$ cat config.mk
export PLATFORM = sky130hd
export DESIGN_NAME = radix_divider_flat
export DESIGN_NICKNAME = d
export VERILOG_FILES = /design/src/rtl/radix_divider_if.sv /design/src/rtl/radix_divider.sv /design/src/flat_wrapper.sv
export SDC_FILE = /design/constraint.sdc
export NUM_CORES = 1
export LEC_CHECK = 0
export CORE_MARGIN = 2
export CORE_UTILIZATION = 51
export CTS_CLUSTER_DIAMETER = 150
export DETAILED_ROUTE_END_ITERATION = 8
export PLACE_DENSITY = 0.84
export SKIP_CTS_REPAIR_TIMING = 1
export SYNTH_ARGS = -nofsm -noshare
export SYNTH_HDL_FRONTEND = slang
export SYNTH_SLANG_ARGS = --single-unit
$ cat constraint.sdc
create_clock -name i_clk -period 3.1 [get_ports i_clk]
set_clock_uncertainty 0.15 [all_clocks]
set_input_delay 0.62 -clock i_clk [delete_from_list [all_inputs] [get_ports i_clk]]
set_output_delay 0.62 -clock i_clk [all_outputs]
set_load 0.1 [all_outputs]
$ cat src/rtl/radix_divider_if.sv
// Start/ready/done request-response bundle for radix_divider.
interface radix_divider_if #(
    parameter int DIV_WIDTH = 32
);
    logic                 start;
    logic                 sign;
    logic [DIV_WIDTH-1:0] in1;
    logic [DIV_WIDTH-1:0] in2;
    logic                 ready;
    logic                 done;
    logic [DIV_WIDTH-1:0] q;
    logic [DIV_WIDTH-1:0] r;
    logic                 dz;

    modport master (output start, sign, in1, in2, input ready, done, q, r, dz);
    modport slave  (input start, sign, in1, in2, output ready, done, q, r, dz);
endinterface

$ cat src/rtl/radix_divider.sv
// Fixed-latency restoring divider retiring BITS_PER_CYCLE quotient bits per
// clock. Signed mode divides magnitudes and fixes signs in a final FIX state;
// divide-by-zero and signed overflow bypass the iterations entirely.

// One restoring shift-subtract sub-step. The dividend register doubles as the
// quotient register: its msb is consumed and the new quotient bit enters at
// the lsb.
module radix_divider_step #(
    parameter int W = 32
) (
    input  logic [W-1:0] i_rem,
    input  logic [W-1:0] i_dvd,
    input  logic [W:0]   i_dvs,
    output logic [W-1:0] o_rem,
    output logic [W-1:0] o_dvd
);
    logic [W:0]   w_shift;
    logic [W-1:0] w_sub;
    logic         w_ge;

    assign w_shift = {i_rem, i_dvd[W-1]};
    assign w_ge    = (w_shift >= i_dvs);
    // When the trial succeeds the difference is below the divisor, so the low
    // W bits carry it exactly.
    assign w_sub   = w_shift[W-1:0] - i_dvs[W-1:0];
    assign o_rem   = w_ge ? w_sub : w_shift[W-1:0];
    assign o_dvd   = {i_dvd[W-2:0], w_ge};
endmodule

module radix_divider #(
    parameter int DIV_WIDTH      = 32,
    parameter int BITS_PER_CYCLE = 1
) (
    input  logic           i_clk,
    input  logic           i_rst_n,
    radix_divider_if.slave bus
);
    localparam int W  = DIV_WIDTH;
    localparam int B  = BITS_PER_CYCLE;
    localparam int N  = W / B;
    localparam int CW = $clog2(N + 1);

    localparam logic [1:0] S_IDLE = 2'd0;
    localparam logic [1:0] S_RUN  = 2'd1;
    localparam logic [1:0] S_FIX  = 2'd2;

    logic [1:0]    r_state;
    logic [CW-1:0] r_cnt;
    logic [W-1:0]  r_rem;
    logic [W-1:0]  r_quo;
    logic [W:0]    r_dvs;
    logic          r_qneg;
    logic          r_rneg;
    logic          r_dzp;
    logic          r_done;
    logic [W-1:0]  r_q;
    logic [W-1:0]  r_r;
    logic          r_dz;

    logic          w_neg1;
    logic          w_neg2;
    logic [W-1:0]  w_mag1;
    logic [W:0]    w_mag2;
    logic          w_dz;
    logic          w_ovf;

    logic [B:0][W-1:0] w_rem_c;
    logic [B:0][W-1:0] w_dvd_c;

    // Operand conditioning at acceptance. The sign terms are zero in unsigned
    // mode, so the mode itself needs no register. The dividend magnitude fits
    // W unsigned bits (2^(W-1) included); the divisor is kept W+1 wide.
    assign w_neg1 = bus.sign & bus.in1[W-1];
    assign w_neg2 = bus.sign & bus.in2[W-1];
    assign w_mag1 = w_neg1 ? (~bus.in1 + 1'b1) : bus.in1;
    assign w_mag2 = {1'b0, (w_neg2 ? (~bus.in2 + 1'b1) : bus.in2)};
    assign w_dz   = (bus.in2 == '0);
    assign w_ovf  = bus.sign & (bus.in1 == {1'b1, {(W-1){1'b0}}}) & (bus.in2 == '1);

    // Chain B sub-steps combinationally within one RUN cycle.
    assign w_rem_c[0] = r_rem;
    assign w_dvd_c[0] = r_quo;
    for (genvar i = 0; i < B; i++) begin : g_step
        radix_divider_step #(.W(W)) u_step (
            .i_rem (w_rem_c[i]),
            .i_dvd (w_dvd_c[i]),
            .i_dvs (r_dvs),
            .o_rem (w_rem_c[i+1]),
            .o_dvd (w_dvd_c[i+1])
        );
    end

    // Control FSM, iteration datapath and result registers.
    always_ff @(posedge i_clk) begin
        if (!i_rst_n) begin
            r_state <= S_IDLE;
            r_cnt   <= '0;
            r_rem   <= '0;
            r_quo   <= '0;
            r_dvs   <= '0;
            r_qneg  <= 1'b0;
            r_rneg  <= 1'b0;
            r_dzp   <= 1'b0;
            r_done  <= 1'b0;
            r_q     <= '0;
            r_r     <= '0;
            r_dz    <= 1'b0;
        end else begin
            r_done <= 1'b0;
            case (r_state)
                S_IDLE: begin
                    if (bus.start) begin
                        r_cnt <= '0;
                        if (w_dz) begin
                            // Result is final already; FIX passes it through.
                            r_quo   <= '1;
                            r_rem   <= bus.in1;
                            r_qneg  <= 1'b0;
                            r_rneg  <= 1'b0;
                            r_dzp   <= 1'b1;
                            r_state <= S_FIX;
                        end else if (w_ovf) begin
                            r_quo   <= bus.in1;
                            r_rem   <= '0;
                            r_qneg  <= 1'b0;
                            r_rneg  <= 1'b0;
                            r_dzp   <= 1'b0;
                            r_state <= S_FIX;
                        end else begin
                            r_quo   <= w_mag1;
                            r_rem   <= '0;
                            r_dvs   <= w_mag2;
                            r_qneg  <= w_neg1 ^ w_neg2;
                            r_rneg  <= w_neg1;
                            r_dzp   <= 1'b0;
                            r_state <= S_RUN;
                        end
                    end
                end
                S_RUN: begin
                    r_rem <= w_rem_c[B];
                    r_quo <= w_dvd_c[B];
                    r_cnt <= r_cnt + 1'b1;
                    if (r_cnt == CW'(N - 1)) begin
                        r_state <= S_FIX;
                    end
                end
                S_FIX: begin
                    r_q     <= r_qneg ? (~r_quo + 1'b1) : r_quo;
                    r_r     <= r_rneg ? (~r_rem + 1'b1) : r_rem;
                    r_dz    <= r_dzp;
                    r_done  <= 1'b1;
                    r_state <= S_IDLE;
                end
                default: r_state <= S_IDLE;
            endcase
        end
    end

    assign bus.ready = (r_state == S_IDLE);
    assign bus.done  = r_done;
    assign bus.q     = r_q;
    assign bus.r     = r_r;
    assign bus.dz    = r_dz;
endmodule

$ cat src/flat_wrapper.sv
// flat-port wrapper written by rule: the top's interface ports become plain ports
module radix_divider_flat 
#(
    parameter int DIV_WIDTH      = 32,
    parameter int BITS_PER_CYCLE = 1
)
  (i_clk, i_rst_n, bus_start, bus_sign, bus_in1, bus_in2, bus_ready, bus_done, bus_q, bus_r, bus_dz);
  radix_divider_if #(.DIV_WIDTH(DIV_WIDTH)) bus_i ();
  input  logic i_clk;
  input  logic i_rst_n;
  input wire logic [$bits(bus_i.start)-1:0] bus_start;
  input wire logic [$bits(bus_i.sign)-1:0] bus_sign;
  input wire logic [$bits(bus_i.in1)-1:0] bus_in1;
  input wire logic [$bits(bus_i.in2)-1:0] bus_in2;
  output wire logic [$bits(bus_i.ready)-1:0] bus_ready;
  output wire logic [$bits(bus_i.done)-1:0] bus_done;
  output wire logic [$bits(bus_i.q)-1:0] bus_q;
  output wire logic [$bits(bus_i.r)-1:0] bus_r;
  output wire logic [$bits(bus_i.dz)-1:0] bus_dz;
  assign bus_i.start = bus_start;
  assign bus_i.sign = bus_sign;
  assign bus_i.in1 = bus_in1;
  assign bus_i.in2 = bus_in2;
  assign bus_ready = bus_i.ready;
  assign bus_done = bus_i.done;
  assign bus_q = bus_i.q;
  assign bus_r = bus_i.r;
  assign bus_dz = bus_i.dz;
  radix_divider #(.DIV_WIDTH(DIV_WIDTH), .BITS_PER_CYCLE(BITS_PER_CYCLE)) u_core (.i_clk(i_clk), .i_rst_n(i_rst_n), .bus(bus_i));
endmodule
# After elaboration in Yosys (flattened, before gate mapping)
# Cells that the tools add are included.
# word_totals
regBits	173
inputBits	68
out_inout_bits	67
word_cells	69
# op_classes
add_sub_neg	6
magnitude_cmp	1
n_eq_ne	7
n_mux	25
bitwise	11
reduce_logical	7
# op_table
op	n
$mux W32	10
$add A32 B1 Y32 const B	4
$not A32 Y32	4
$pmux W32 S2	2
$eq A32 B32 Y1 const B	2
$ge A33 B32 Y1	1
$logic_not A32 Y1	1
$sub A32 B32 Y32	1
$pmux W6 S2	1
$mux W2	4
$add A6 B1 Y6 const B	1
$eq A6 B5 Y1 const B	1
$mux W1	6
$mux W6	1
$reduce_and A2 Y1	3
$and A1 B1 Y1	4
$pmux W2 S2	1
$reduce_and A4 Y1	1
$eq A2 B1 Y1 const B	1
$eq A2 B2 Y1 const B	1
$logic_not A2 Y1	1
$ne A2 B1 Y1 const B	1
$ne A2 B2 Y1 const B	1
$not A1 Y1	2
other kinds (2)	2

# Logic depth before layout (Yosys ltp)
# Gate-level depths: netlist (run 1).
# logic_depth
depth_word	7
mapped_depth	14
ltp_nobuf	12

# Hierarchy
# A second synthesis (run 1) with hierarchy kept.
# unflattened
hier_cells	1490
hier_area_um2	11987.7
# modules_own_cells
module	n_inst	cells_each	area_per_inst_um2	seq_area_each_um2
radix_divider	1	1113	9221.3	3463.3
radix_divider_step	1	377	2766.4	0.0

# Least setup slack after synthesis (run 1)
# Ideal clock, no wire load.
# synth_timing
kind	flip-flop to flip-flop
from	register u_core.r_state[0]
to	register u_core.r_dvs[10]
setup_time_ps	137
arrival_time_ps	3384
required_ps	2813
path_slack_ps	-571
stages_incl_launch_ff	8
path_buffers	2
synth_period_minus_slack_ps	3671
cell_sequence	dfxtp_1 nor2_1 nand2_1 a21oi_1 nor2b_1 buf_1 clkbuf_1 a211oi_1
# synth_between
elab_chain_cells	2
# synth_lines
element	line	rtl
start, declared	radix_divider.sv:47	logic [1:0] r_state;
start signal, assigned	radix_divider.sv:96	r_state <= S_IDLE;
start signal, assigned	radix_divider.sv:121	r_state <= S_FIX;
start signal, assigned	radix_divider.sv:128	r_state <= S_FIX;
$logic_not A2 Y1	-	
named net bus_ready	flat_wrapper.sv:15	output wire logic [$bits(bus_i.ready)-1:0] bus_ready;
$reduce_and A4 Y1 (no line)	-	
end signal, assigned	radix_divider.sv:132	r_dvs <= w_mag2;
end, declared	radix_divider.sv:51	logic [W:0] r_dvs;
# The timed path passes the listed nets, and every way through them passes these cells.
# A chain may end at the register's enable or synchronous reset.

# Worst setup path in the final report (run 1)
# layout_timing
from	register u_core.r_rem[5]
to	register u_core.r_r[27] (netlist: u_core.bus.r[27])
# layout_between
elab_chain_cells	3
# layout_lines
element	line	rtl
start, declared	radix_divider.sv:49	logic [W-1:0] r_rem;
start signal, assigned	radix_divider.sv:117	r_rem <= bus.in1;
start signal, assigned	radix_divider.sv:141	r_rem <= w_rem_c[B];
$not A32 Y32	radix_divider.sv:150	r_r <= r_rneg ? (~r_rem + 1'b1) : r_rem;
$add A32 B1 Y32	radix_divider.sv:150	
$mux W32	radix_divider.sv:150	
end signal, assigned	radix_divider.sv:150	
end, declared	radix_divider.sv:57	logic [W-1:0] r_r;
# Every way passes these cells.

==> impl_metrics.ini, run 1 <==
[setup_path]
setup.worst_path.start_class = flip-flop
worstSetupPathType = reg2reg
arrival_ps = 3390
worstPathRequired_ps = 3270
critPathMaxFanout = 4
end_kind = flip-flop

[power]
seqPwrFrac_pct = 29.5
max-vdd-ir-drop_mv = 0.4436
p_int_mw = 5.446
comb_power_share_pct = 46.2
power_density_nw_per_um2 = 601.4
power.switching_mw = 3.500
fin_total_pwr_mw = 8.946
clock_power_share_pct = 24.2
switching_share_pct = 39.13
leakagePower_nw = 5.949

[routing]
drtIter0Drc = 1111
ant_nets = 0
remaining_drc_errors = 0
vias_per_cell = 6.098
via_count = 11890
finalWirelength_mm = 36.59
dr.pass1.iters = 6
wl_per_cell_um = 18.76

[final_layout]
post-route-util_pct = 70.76
layout_common_cells = buf_4, dfxtp_1, nor2_1, a21oi_1, xor2_1
drive_above_1_share_pct = 24.00
area_growth_pct = 36.01
layout_commonest_cell = buf_4
fin_nets = 1769
diodes = 0

[outcome]
failed_checks = negative setup slack
outcome = finished with violations

[clock_network]
clkTransAtPathRegs_ps = 70
cts_tree = done
insertion_delay_ps = 440
cts_max_level = 4
numCtsBuffers = 17
clock_sinks = 173
cts.path.max_buffers = 2
ctsRootBufferMaster = clkbuf_16

[global_route]
grt_max_degree = 47
grtUsageTotal_pct = 30.90
grt_first_pass_wirelength_mm = 55.30
antenna_found_initial = 1
grt_pass1_vias = 10760
grt-ovfl-total = 0

[timing]
fmax_mhz = 310.9
final-hold-violation-count = 0
slew_viol_final = 0
fin_crit_sh_pct = 103.8
setup_violations = 6
tightest_slew_ps = 1224
rsz0062_at_grt = true
setup_ws_ps = -116.7
post-route-min-period_ps = 3217
relSlewSlack_pct = 18.26

[logic_synthesis]
ys_ff_latch = 173
ys_seq_area_share_pct = 31.67
synthesis.nets = 1488
yosys_warnings = 0
syn_area_sq_um = 10940
avgSynthCellArea_sq_um = 7.919
synth-edff-count = 0
synth_flop_cell = dfxtp_1
synth_cell_types = 62
synthCells = 1381
async_flop_share_pct = 0

[floorplanning]
io_pins = 135
rows = 53
initial_core_util_pct = 52.03
chipWidth_um = 150.4
die_h_um = 150.4
die_area_sq_um = 22630
core_area_sq_um = 21020

[worst_hold_path]
hold_class = reg2reg

[place]
portBuffers = 134
post-dp-hpwl_mm = 27.00
place_ws_ps = -357.9
gp_congestion = 0.9715

[job]
cap_viol_max_count = 0
-- power by group through the flow --
stage	combinational (mW)	sequential (mW)	clock (mW)
4_1_cts	3.69	2.62	2.16
3_3_place_gp	3.61	2.65	0
3_5_place_dp	3.66	2.66	0
6_report	4.14	2.64	2.17
2_1_floorplan	2.08	2.88	0
5_1_grt	4.42	2.66	2.26
-- path summary, 6_finish.rpt --
check / slack [ps] / to / from / depth (start not counted)
setup / recovery: -120 / u_core.bus.r[27] / u_core.r_rem[5] / 8
hold / removal: 310 / u_core.bus.dz / u_core.r_dzp / 2
setup reg to reg: -120 / u_core.bus.r[27] / u_core.r_rem[5] / 8
hold reg to reg: 310 / u_core.bus.dz / u_core.r_dzp / 2
-- area by class of cell --
class                   count  area [sq um]
clock inverters            12         135.1
inverters                  50         188.9
clock buffers              20         446.7
repair buffers            354          2950
multi-input cells        1066          7336
well taps                 275         344.1
flip-flops and latches    173          3475
fillers                  1613          6146
-- metal layers --
layer  GRT usage, %  wire length [um]
met4          13.73              1742
met3          5.636              3075
met2          49.84             16880
met1          40.33             14890
met5              0                 0
-- critical path, cell delays in order, from the launching register on --
cell	delay [ps]
dfxtp_2	330
or4_4	550
nor3_4	170
or4b_4	490
or4_4	460
or3_4	410
o31ai_4	220
xor2_1	220
o21ai_1	90
-- cell families after synthesis --
| group | count (synthesis) | synth area share [%] |
|---|---|---|
| flops | 173 | 31.67 |
| simple gates | 408 | 18.50 |
| xor+xnor | 144 | 11.53 |
| buf+inv | 143 | 4.908 |
| fa+ha+maj | 39 | 4.530 |
| mux | 18 | 1.670 |
| compound gates | 456 | 27.19 |
-- flip-flops by register name, indices dropped and copies added (netlist names) --
signal	flops
u_core.r_state	2
u_core.bus.dz	1
u_core.r_dvs	32
u_core.bus.q	32
u_core.r_rneg	1
u_core.bus.done	1
u_core.r_qneg	1
u_core.r_quo	32
u_core.r_dzp	1
u_core.r_rem	32
u_core.bus.r	32
u_core.r_cnt	6
-- through the flow --
| stage | hold slack, ps | instance area [sq um] | TNS [ps] | std cells |
|---|---|---|---|---|
| finish | 310.0 | 14880 | -268.5 | 1950 |
| global route | 331.7 | 14880 | -1128 | 1950 |
| CTS | 313.8 | 14380 | -1117 | 1936 |
| detailed placement | 304.0 | 13800 | -20710 | 1904 |
| global placement | 298.1 | 13800 | -15640 | 1904 |
| floorplan | 282.3 | 10970 | -46.84 | 1381 |
-- cells in the mapped netlist, types with 5 or more instances --
| cell type | n | area (sq um) |
|---|---|---|
| o31ai_1 | 33 | 247.7 |
| o22ai_1 | 17 | 106.4 |
| xnor2_1 | 49 | 429.2 |
| o21ai_0 | 74 | 370.4 |
| nand3_1 | 24 | 120.1 |
| a31oi_1 | 12 | 75.07 |
| a221oi_1 | 7 | 61.31 |
| or3_1 | 9 | 56.30 |
| nand2b_1 | 16 | 100.1 |
| nor4_1 | 15 | 93.84 |
| mux2i_1 | 16 | 160.2 |
| or4_4 | 6 | 67.56 |
| o32ai_1 | 6 | 52.55 |
| clkbuf_1 | 88 | 330.3 |
| o211ai_1 | 10 | 75.07 |
| a21o_1 | 13 | 97.59 |
| ha_1 | 38 | 475.5 |
| a211oi_1 | 70 | 525.5 |
| nand4_1 | 19 | 118.9 |
| nor3_1 | 20 | 100.1 |
| a21oi_1 | 140 | 700.7 |
| nand2_1 | 85 | 319.1 |
| buf_1 | 5 | 18.77 |
| nor2_1 | 140 | 525.5 |
| inv_1 | 49 | 183.9 |
| xor2_1 | 95 | 832.1 |
| and3_1 | 22 | 137.6 |
| o221ai_1 | 32 | 280.3 |
| nor2b_1 | 15 | 93.84 |
| dfxtp_1 | 173 | 3463 |
| or2_2 | 6 | 37.54 |
| or4_1 | 12 | 90.09 |
| o41ai_1 | 17 | 148.9 |
(Power assumes the default switching activity.)
==> inputs of run 2 (changes only) <==
--- a/config.mk
+++ b/config.mk
@@ -6,10 +6,12 @@
 export NUM_CORES = 1
 export LEC_CHECK = 0
 export CORE_MARGIN = 2
-export CORE_UTILIZATION = 51
+export CORE_UTILIZATION = 59
 export CTS_CLUSTER_DIAMETER = 150
 export DETAILED_ROUTE_END_ITERATION = 8
-export PLACE_DENSITY = 0.84
+export DONT_BUFFER_PORTS = 1
+export PLACE_DENSITY = 0.85
+export RECOVER_POWER = 25
 export SKIP_CTS_REPAIR_TIMING = 1
 export SYNTH_ARGS = -nofsm -noshare
 export SYNTH_HDL_FRONTEND = slang
==> impl_metrics.ini, run 2 (synthesized netlist as in run 1, its figures left out) <==
[outcome]
outcome = finished with violations
failed_checks = design-rule violations, max-capacitance violations, max-slew violations, negative setup slack

[power]
clock_power_share_pct = 26.1
max-vdd-ir-drop_mv = 0.5092
p_int_mw = 5.240
comb_power_share_pct = 40.7
power.switching_mw = 3.450
leakagePower_nw = 4.927
power_density_nw_per_um2 = 671.4
switching_share_pct = 39.71
seqPwrFrac_pct = 33.2

[setup_path]
critPathMaxFanout = 4
cp.depth = 8
crit_family = simple AND/OR/NAND/NOR gates
path_common_cell = or4_4
max_stage_delay_ps = 550
worstPathRequired_ps = 3260
setup.worst_path.start_class = flip-flop
critPathBufInv = 0
reg2reg_to = u_core.bus.r[27]
cp_cell_sequence = or4_4 > nor3_4 > or4b_4 > or4_4 > or3_4 > o31ai_4 > xor2_1 > o21ai_1
worstSetupPathType = reg2reg
r2r_start = u_core.r_rem[5]
slowest_stage = or4_4
arrival_ps = 3420
reg2reg_depth = 8
rrSetupSlack_ps = -160
end_kind = flip-flop

[final_layout]
seq_area_sq_um = 3472
multiInputGateArea_sq_um = 7247
instances_no_fill = 1693
diodes = 0
post-route-util_pct = 71.57
layout_commonest_cell = dfxtp_1
fin_nets = 1558
area_growth_pct = 18.35
layout_common_cells = dfxtp_1, nor2_1, a21oi_1, buf_4, xor2_1
fillers = 1360
drive_above_1_share_pct = 17.01

[global_route]
grt-ovfl-total = 0
grt_first_pass_wirelength_mm = 52.34
grtUsageTotal_pct = 33.06
antenna_found_initial = 0
grt_pass1_vias = 10110
grt_max_degree = 71

[floorplanning]
chipWidth_um = 140.2
io_pins = 135
die_area_sq_um = 19640
rows = 49
core_area_sq_um = 18090
die_h_um = 140.2
initial_core_util_pct = 60.47

[place]
post-dp-hpwl_mm = 24.73
gp_congestion = 1.026
place_ws_ps = -117.0
portBuffers = 0
dp.cells = 1654

[routing]
finalWirelength_mm = 34.50
ant_nets = 0
via_count = 11080
remaining_drc_errors = 13
wl_per_cell_um = 20.38
drtIter0Drc = 1181
vias_per_cell = 6.547
dr.pass1.iters = 8

[worst_hold_path]
hold_path_end = u_core.r_state[0]
hold_depth = 1
hold_class = in2reg
worstHoldStart = i_rst_n

[clock_network]
clkTransAtPathRegs_ps = 80
clock_sinks = 173
numCtsBuffers = 17
ctsRootBufferMaster = clkbuf_16
insertion_delay_ps = 460
cts_tree = done
cts_max_level = 4
cts.path.max_buffers = 2

[timing]
setup_violations = 11
tightest_slew_ps = 1750
fin_crit_sh_pct = 105.1
post-route-min-period_ps = 3259
slew_viol_final = 25
setup_ws_ps = -159.4
fmax_mhz = 306.8
whs_ps = 144.0
relSlewSlack_pct = -16.92
final-hold-violation-count = 0
rsz0062_at_grt = true

[job]
cap_viol_max_count = 1
==> run 2: cell count changes in the layout (fill, tap and decap cells not counted), sizes merged <==
cell	change
buf	-147
clkinvlp	-1
inv	+2
clkbuf	+3
clkdlybuf4s50	-67
nor2b	-1
==> run 2: worst register-to-register path, cell delays in order (launching register included) <==
cell and delay (ps):
dfxtp_2 340, or4_4 550, nor3_4 160, or4b_4 490
or4_4 440, or3_4 450, o31ai_4 210, xor2_1 210
o21ai_1 130
==> run 2: through the flow <==
stage	power, mW	setup TNS [ps]	area [sq um]
global placement	5.954	-3.010	12020
global route	9.059	-3071	12940
detailed placement	6.017	-574.0	12020
floorplan	4.968	-46.84	10970
CTS	8.277	-1283	12640
finish	8.690	-726.9	12940
==> run 2: metal layers <==
metal | vias up | global-route usage [%] | part of all wire (%)
li1 | 5227 | - | -
met4 | 0 | 16.43 | 5.2
met1 | 5113 | 43.58 | 39
met2 | 626 | 51.37 | 45
met5 | - | 0 | 0
met3 | 118 | 7.179 | 10
==> run 2: cell type report <==
class	count	area share (%)
clock buffers	19	3.422
flip-flops and latches	173	26.82
clock inverters	13	1.363
inverters	50	1.460
repair buffers	144	8.729
well taps	229	2.214
multi-input cells	1065	55.99
==> run 2: power groups by stage <==
stage / Combinational [mW] / Sequential (mW) / Clock (mW)
after CTS: 3.15 / 2.86 / 2.26
after global placement: 3.06 / 2.90 / 0
after global routing: 3.79 / 2.90 / 2.36
after floorplan: 2.08 / 2.88 / 0
final: 3.53 / 2.89 / 2.27
after detailed placement: 3.11 / 2.91 / 0
==> run 2: how the worst max path moves through the flow <==
stage,startpoint,endpoint,slack (ps)
after CTS,u_core.r_rem[5],u_core.bus.r[28],-160
after global routing,u_core.r_rem[5],u_core.bus.r[27],-220
after global placement,u_core.r_quo[14],u_core.bus.q[29],-3
final,u_core.r_rem[5],u_core.bus.r[27],-160
after floorplan,u_core.r_quo[14],u_core.bus.q[29],-40
after detailed placement,u_core.r_rem[5],u_core.r_rem[24],-120
